`src/rtl/gameplay_input_ctrl.sv`:
```
// ---------------------------------------------------------------------------
// gameplay_input_ctrl
//
// Conditions the board inputs for the gameplay core. It synchronises and
// debounces the raw buttons, turns them into the core's control levels and
// pulses, issues a hit only when the ball is at rest, and generates the
// per-frame tick together with a frame counter.
//
// Optional build macro:
//   FRAME_TIMER_EN  new_frame comes from an internal FRAME_CYCLES timer
//                   instead of vsync_in (vsync_in and VSYNC_POL are ignored)
//
// Ports:
//   clk_in             system clock
//   rst_n_in           asynchronous active-low reset
//   btn_hit_in         raw hit button (async, bouncy)
//   btn_left_in        raw pan-left button
//   btn_right_in       raw pan-right button
//   btn_reset_in       raw new-game button
//   vsync_in           video vsync (async)
//   gameplay_state_in  core state_out (0 = resting, 1 = charging hit)
//   new_game           synchronous reset pulse to the core
//   charging_hit       high while a hit is being charged
//   camera_pan_left    pan-left level
//   camera_pan_right   pan-right level
//   new_frame          one-cycle pulse per frame
//   frame_count        frames since the last new_game, wraps at 2^16
// ---------------------------------------------------------------------------
module gameplay_input_ctrl #(
    parameter int unsigned DEBOUNCE_CYCLES = 1_000_000,
    parameter int unsigned NEW_GAME_CYCLES = 4,
    parameter bit          VSYNC_POL       = 1'b1,
    parameter int unsigned FRAME_CYCLES    = 1_666_667
) (
    input  logic        clk_in,
    input  logic        rst_n_in,
    input  logic        btn_hit_in,
    input  logic        btn_left_in,
    input  logic        btn_right_in,
    input  logic        btn_reset_in,
    input  logic        vsync_in,
    input  logic [2:0]  gameplay_state_in,
    output logic        new_game,
    output logic        charging_hit,
    output logic        camera_pan_left,
    output logic        camera_pan_right,
    output logic        new_frame,
    output logic [15:0] frame_count
);

    localparam int unsigned DB_W = $clog2(DEBOUNCE_CYCLES + 1);
    localparam int unsigned NG_W = $clog2(NEW_GAME_CYCLES + 1);

    // Bit positions in the synchroniser vector.
    localparam int unsigned I_HIT   = 0;
    localparam int unsigned I_LEFT  = 1;
    localparam int unsigned I_RIGHT = 2;
    localparam int unsigned I_RESET = 3;
    localparam int unsigned I_VSYNC = 4;

    typedef enum logic [1:0] {H_IDLE, H_ARMED, H_CHARGE} hit_state_t;

    logic [4:0]      raw_in, sync_a, sync_b;
    logic [3:0]      db;
    logic            db_reset_q, reset_rise;
    logic            ng_next;
    logic [NG_W-1:0] ng_cnt, ng_cnt_next;
    logic            frame_tick;
    hit_state_t      hit_state;

    assign raw_in = {vsync_in, btn_reset_in, btn_right_in, btn_left_in, btn_hit_in};

    // Two-flop synchronisers for all asynchronous inputs.
    always_ff @(posedge clk_in or negedge rst_n_in) begin
        if (!rst_n_in) begin
            sync_a <= '0;
            sync_b <= '0;
        end else begin
            sync_a <= raw_in;
            sync_b <= sync_a;
        end
    end

    // Per-button debounce: the stable value follows the synced input only
    // after it has disagreed for DEBOUNCE_CYCLES consecutive cycles.
    for (genvar g = 0; g < 4; g++) begin : g_db
        logic            stable;
        logic [DB_W-1:0] cnt;

        always_ff @(posedge clk_in or negedge rst_n_in) begin
            if (!rst_n_in) begin
                stable <= 1'b0;
                cnt    <= '0;
            end else if (sync_b[g] == stable) begin
                cnt <= '0;
            end else if (cnt == DB_W'(DEBOUNCE_CYCLES - 1)) begin
                stable <= sync_b[g];
                cnt    <= '0;
            end else begin
                cnt <= cnt + DB_W'(1);
            end
        end

        assign db[g] = stable;
    end

    assign reset_rise = db[I_RESET] & ~db_reset_q;

    // new_game next state is computed combinationally so that every output
    // it clears is already cleared on the same edge new_game rises.
    always_comb begin
        ng_next     = new_game;
        ng_cnt_next = ng_cnt;
        if (reset_rise) begin
            ng_next     = 1'b1;
            ng_cnt_next = '0;
        end else if (new_game) begin
            if (ng_cnt == NG_W'(NEW_GAME_CYCLES - 1)) begin
                ng_next     = 1'b0;
                ng_cnt_next = '0;
            end else begin
                ng_cnt_next = ng_cnt + NG_W'(1);
            end
        end
    end

    always_ff @(posedge clk_in or negedge rst_n_in) begin
        if (!rst_n_in) begin
            new_game   <= 1'b1;
            ng_cnt     <= '0;
            db_reset_q <= 1'b0;
        end else begin
            new_game   <= ng_next;
            ng_cnt     <= ng_cnt_next;
            db_reset_q <= db[I_RESET];
        end
    end

    // Pan levels; pressing both buttons cancels out.
    always_ff @(posedge clk_in or negedge rst_n_in) begin
        if (!rst_n_in) begin
            camera_pan_left  <= 1'b0;
            camera_pan_right <= 1'b0;
        end else if (ng_next) begin
            camera_pan_left  <= 1'b0;
            camera_pan_right <= 1'b0;
        end else begin
            camera_pan_left  <= db[I_LEFT] & ~db[I_RIGHT];
            camera_pan_right <= db[I_RIGHT] & ~db[I_LEFT];
        end
    end

    // Hit FSM: a hit is armed only once the ball rests with the button up,
    // so a button held over from before the ball stopped needs a release.
    always_ff @(posedge clk_in or negedge rst_n_in) begin
        if (!rst_n_in) begin
            hit_state    <= H_IDLE;
            charging_hit <= 1'b0;
        end else if (ng_next) begin
            hit_state    <= H_IDLE;
            charging_hit <= 1'b0;
        end else begin
            charging_hit <= (hit_state == H_CHARGE);
            case (hit_state)
                H_IDLE: begin
                    if (gameplay_state_in == 3'd0 && !db[I_HIT])
                        hit_state <= H_ARMED;
                end
                H_ARMED: begin
                    if (db[I_HIT])
                        hit_state <= H_CHARGE;
                    else if (gameplay_state_in != 3'd0 && gameplay_state_in != 3'd1)
                        hit_state <= H_IDLE;
                end
                H_CHARGE: begin
                    if (!db[I_HIT])
                        hit_state <= H_IDLE;
                end
                default: hit_state <= H_IDLE;
            endcase
        end
    end

`ifdef FRAME_TIMER_EN
    localparam int unsigned FT_W = $clog2(FRAME_CYCLES);
    logic [FT_W-1:0] frame_timer;

    assign frame_tick = (frame_timer == FT_W'(FRAME_CYCLES - 1));

    always_ff @(posedge clk_in or negedge rst_n_in) begin
        if (!rst_n_in)
            frame_timer <= '0;
        else if (frame_tick)
            frame_timer <= '0;
        else
            frame_timer <= frame_timer + FT_W'(1);
    end
`else
    logic vsync_prev;

    assign frame_tick = (sync_b[I_VSYNC] == VSYNC_POL) && (vsync_prev != VSYNC_POL);

    always_ff @(posedge clk_in or negedge rst_n_in) begin
        if (!rst_n_in)
            vsync_prev <= 1'b0;
        else
            vsync_prev <= sync_b[I_VSYNC];
    end
`endif

    // new_frame keeps pulsing during new_game; only the count is cleared.
    always_ff @(posedge clk_in or negedge rst_n_in) begin
        if (!rst_n_in) begin
            new_frame   <= 1'b0;
            frame_count <= '0;
        end else begin
            new_frame <= frame_tick;
            if (ng_next)
                frame_count <= '0;
            else if (frame_tick)
                frame_count <= frame_count + 16'd1;
        end
    end

endmodule

```
`config.mk`:
```
export PLATFORM = sky130hd
export DESIGN_NAME = gameplay_input_ctrl
export DESIGN_NICKNAME = d
export VERILOG_FILES = /design/src/rtl/gameplay_input_ctrl.sv
export SDC_FILE = /design/constraint.sdc
export NUM_CORES = 1
export LEC_CHECK = 0
export CAP_MARGIN = 20
export CORE_MARGIN = 4
export CORE_UTILIZATION = 30
export CTS_BUF_LIST = sky130_fd_sc_hd__clkbuf_2
export DETAILED_ROUTE_END_ITERATION = 8
export HOLD_SLACK_MARGIN = 0.12
export PLACE_DENSITY = 0.49
export SLEW_MARGIN = 15
export SYNTH_ARGS = -nofsm -noshare
export SYNTH_HDL_FRONTEND = slang
export SYNTH_SLANG_ARGS = --single-unit
```
`constraint.sdc`:
```
create_clock -name clk_in -period 2.06 [get_ports clk_in]
set_input_delay 0.309 -clock clk_in [delete_from_list [all_inputs] [get_ports clk_in]]
set_output_delay 0.309 -clock clk_in [all_outputs]
set_load 0.02 [all_outputs]
```
* After elaboration in Yosys (flattened, before gate mapping) *
Index checks and enable logic that the tools add are counted.

storage, ports and cells
  register bits = 122
  input bits = 10
  logic and storage cells = 91

cells by class
  add/subtract/negate cells = 6
  eq/ne operators = 15
  mux-type cells = 25
  bitwise logic cells = 11
  reduce and logical (&&, ||, !) cells = 14

operator list
  cell                   count
  $mux 20                8
  $add 20x1->20 const B  4
  $eq 20x20->1 const B   4
  $mux 16                2
  $add 16x1->16 const B  1
  $mux 2                 5
  $mux 3                 3
  $not 1->1              8
  $reduce_and 2->1       4
  $mux 1                 6
  $ne 3x3->1 const B     2
  $pmux 2 s3             1
  $eq 1x1->1             4
  $ne 4x4->1 const B     1
  $reduce_bool 2->1      2
  $add 3x1->3 const B    1
  $and 1x1->1            3
  $eq 3x2->1 const B     1
  $logic_and 1x1->1      3
  $logic_not 3->1        1
  $ne 3x1->1 const B     1
  $reduce_and 3->1       1
  $reduce_bool 3->1      1
  $eq 2x1->1 const B     1
  3 further kinds        3

* Depth between registers and ports, before layout *
  depth after elaboration = 6
  depth in mapped cells = 6

* Worst setup path before layout *
OpenSTA, ideal clock, no wires.

  kind = register to register
  start point = reg g_db[3].cnt[0]
  end point = reg g_db[3].cnt[10]
  setup time = 132 ps
  data arrival time = 1768 ps
  data required time = 1928 ps
  setup slack = 160 ps
  cell stages (with the launch flop) = 7
  clock period less this slack = 1900 ps
  path through = dfrtp_1 > ha_1 > and3_1 > nand3_1 > o31ai_2 > clkbuf_1 > nor2_1

between the ends
  word-level cells in the longest chain between the ends = 3
  elaborated cells between the ends (all ways) = 4

RTL lines
  element                                        RTL line  source
  start, declared                                88        logic [DB_W-1:0] cnt;
  start signal, assigned                         100       cnt <= cnt + DB_W'(1);
  $add 20x1->20 or $eq 20x20->1 (tied branches)  100, 96
  $mux 20 *                                      96        end else if (cnt == DB_W'(DEBOUNCE_CYCLES - 1)) begin
  $mux 20 *                                      94        end else if (sync_b[g] == stable) begin

Every way passes the cells marked *; elsewhere a longest branch is shown, timed or not.
A chain may end at the register's enable or synchronous reset.

* Worst setup path after layout *
  start point = reg g_db[3].cnt[0]
  end point = reg g_db[3].cnt[18]

Same word-level chain as after synthesis.

==> qor.yml <==
critical_path:
  crit_chain: "ha_1 -> nand3_1 -> or3_1 -> or4_1 -> a21oi_1"
  crit_buf_inv: 0
  crit_family: "simple AND/OR/NAND/NOR gates"
  worstReg2RegEnd: "g_db[3].cnt[18]"
  reg2reg_depth: 5
  worstSetupPathType: "register to register"
  cp.arrival_ps: 2510
  reg2reg_slack_ps: 140
  cp_slowest_cell: "or4_1"
  crit_fanout: 4
  crit_required_ps: 2650
  end_kind: "register"
  startpoint_type: "register"
  crit_path_max_incr_delay_ps: 480
  r2r_start: "g_db[3].cnt[0]"
clock_network:
  cts_buffer_depth: 2
  clk_latency_ps: 660
  htree_levels: 4
  cts_tree: "yes"
  cts-root-buf: "clkbuf_2"
  clkSinkCount: 122
  cts-buffers-inserted: 17
  clk_pin_slew_ps: 200
min_path:
  min_path_type: "input port to register"
  holdPathEnd: "hit_state[0]"
  worst_hold_path.num_cells: 4
  min_from: "gameplay_state_in[2]"
logic_synthesis:
  synth_largest_area_cell: "dfrtp_1"
  ys_warn_count: 0
  synth.most_common_cell: "dfrtp_1"
  ys.flop_type: "dfrtp_1"
  syn_area_per_cell_sq_um: 10.2
  synth_area_leaders: "dfrtp_1, xnor2_1, nor2_1, xor2_1, nand4_1"
  synth_top_area_share_pct: 53.4
  synth_commonest_cells: "dfrtp_1, nor2_1, xnor2_1, nand3_1, nand4_1"
  synth_nets: 572
  ys_types: 41
  ys_seq_elements: 122
  syn_inst: 556
  synth_edf_count: 0
  ys_seq_area_share_pct: 53.9
  syn_area_sq_um: 5670
  synthArstFlopShare_pct: 100
routing:
  drc: 0
  drtIter0Drc: 286
  viasPerCell: 4.85
  dr.pass1.iters: 4
  wl_um: 11300
  vias: 4224
  wl_per_cell_um: 13.0
  antenna_left: 0
grt:
  grt.busiest_layer: "met2"
  track_usage_pct: 11.1
  grt_util_met3_pct: 2.90
  grt_pass1_wl_um: 19600
  use_met2_pct: 17.9
  antenna_found_initial: 1
  grt_pass1_vias: 4154
  overflow: 0
  met1_usage_pct: 14.4
  grt_max_degree: 40
timing:
  final_max_slew_viol_count: 0
  setup_viol: 0
  maxSlewHeadroom_pct: 68.7
  hold_viol_final: 0
  tightest_slew_ps: 466
  fin_worst_skew_ps: 24.5
  timing.fmax_mhz: 520
  grt_setup_unrepaired: "no"
  tns_ps: 0
  finalCriticalPeriod_ps: 1920
  post-route-period-util_pct: 93.3
die:
  core_area_sq_um: 18600
  fp.dieArea_sq_um: 21200
  die_x_um: 145
  dieHeight_um: 145
  start_util_pct: 30.4
  core.rowCount: 50
  io_pins: 31
layout:
  fillCellCount: 1854
  drive_above_1_share_pct: 12.7
  fin_area_sq_um: 6720
  num-nets-final: 639
  syn_to_final_growth_pct: 18.5
  final_cells: 871
  fin_util_pct: 36.0
placement:
  routabilityCongestion: 0.816
  place_area_sq_um: 6410
  dpl.hpwl_um: 7910
  portBuffers: 30
  dp.cells: 831
status:
  status: "complete, no violations"
job:
  drv_cap: 0
power_and_ir_drop:
  leakagePower_nw: 2.83
  peakVddDrop_mv: 0.270
  power_density_nw_per_um2: 670
## flip-flops by register name, summed over array words and instances (netlist names)
| signal | count |
|---|---|
| camera_pan_right | 1 |
| db_reset_q | 1 |
| sync_b | 5 |
| hit_state | 2 |
| g_db.cnt | 80 |
| g_db.stable | 4 |
| vsync_prev | 1 |
| camera_pan_left | 1 |
| new_game | 1 |
| ng_cnt | 3 |
| frame_count | 16 |
| new_frame | 1 |
| charging_hit | 1 |
| sync_a | 5 |
## cells by family after synthesis
logic type	after synthesis	share of synthesized area [%]
AOI/OAI and AO/OA	51	5.56
xor gates and xnor gates	69	10.7
adders and majority gates	6	1.32
buffers and inverters	34	2.34
DFF	122	53.9
muxes	7	1.35
and+or+nand+nor	267	24.9
## power by group
group	switching, mW	total [mW]	internal [mW]
clock network	0.945	1.50	0.554
logic	0.249	0.419	0.170
registers	0.100	2.58	2.48
total	1.29	4.50	3.21
## final cells by class
type                            instances  area, sq um  share of cell area [%]
Antenna cell                            1         2.50                  0.0373
Clock buffer                           17         85.1                    1.27
Clock inverter                         15          153                    2.27
Inverter                               21         78.8                    1.17
Multi-Input combinational cell        400         2500                    37.2
Sequential cell                       122         3060                    45.5
Tap cell                              234          293                    4.36
Timing Repair Buffer                   61          553                    8.23
## layer usage
metal | up-vias | share of wire (%) | routed length [um]
met3 | 4 | 2.8 | 313
met4 | 0 | 0.87 | 99
met1 | 2055 | 49 | 5550
li1 | 2105 | - | -
met5 | - | 0 | 0
met2 | 60 | 47 | 5390
## per-stage QoR
stage	hold slack, ps	worst slack [ps]	power, mW
finish	324	138	4.50
global route	234	2.70	4.76
CTS	232	0.913	4.61
detailed placement	237	119	3.08
global placement	241	157	3.07
floorplan	13.4	160	2.83
## cells in the final DEF, fill, tap and decap left out, drive strengths merged, types with 2 or more instances in the layout
cell type,count
and4,2
o21ai,16
or4b,2
clkinvlp,3
xor2,28
dfrtp,121
a31o,5
dlygate4sd3,7
ha,6
bufinv,2
nor3,19
a21oi,23
nor2b,2
clkdlybuf4s50,9
xnor2,41
or3,14
buf,25
nor4b,2
nor3b,3
and2,4
clkinv,9
o31ai,7
dlygate4sd2,18
nand3,32
nor2,82
mux2i,2
mux2,5
nand4b,5
or4,7
clkbuf,17
and3,12
nand2b,2
inv,22
nand2,26
nand4,32
nor4,18
## how the worst max path moves through the flow
stage / endpoint / startpoint / cells past startpoint
global placement: g_db[2].cnt[18] / g_db[2].cnt[0] / 5
CTS: new_game / new_game / 1
global route: g_db[3].cnt[18] / g_db[3].cnt[0] / 5
floorplan: g_db[3].cnt[10] / g_db[3].cnt[0] / 6
detailed placement: g_db[2].cnt[18] / g_db[2].cnt[0] / 5
finish: g_db[3].cnt[18] / g_db[3].cnt[0] / 5
## worst register-to-register path, stage by stage, from the launching register on
cell	delay, ps
dfrtp_1	430
ha_1	220
nand3_1	110
or3_1	440
or4_1	480
a21oi_1	150
## timing repair
action	4_1_cts	5_1_grt
gates cloned	0	0
resized for setup	20	5
pin swaps	0	0
setup buffers	0	0
endpoints found under the hold margin	127	0
hold buffers	8	0
endpoints found under the setup margin	19	25
(Power assumes the default switching activity.)
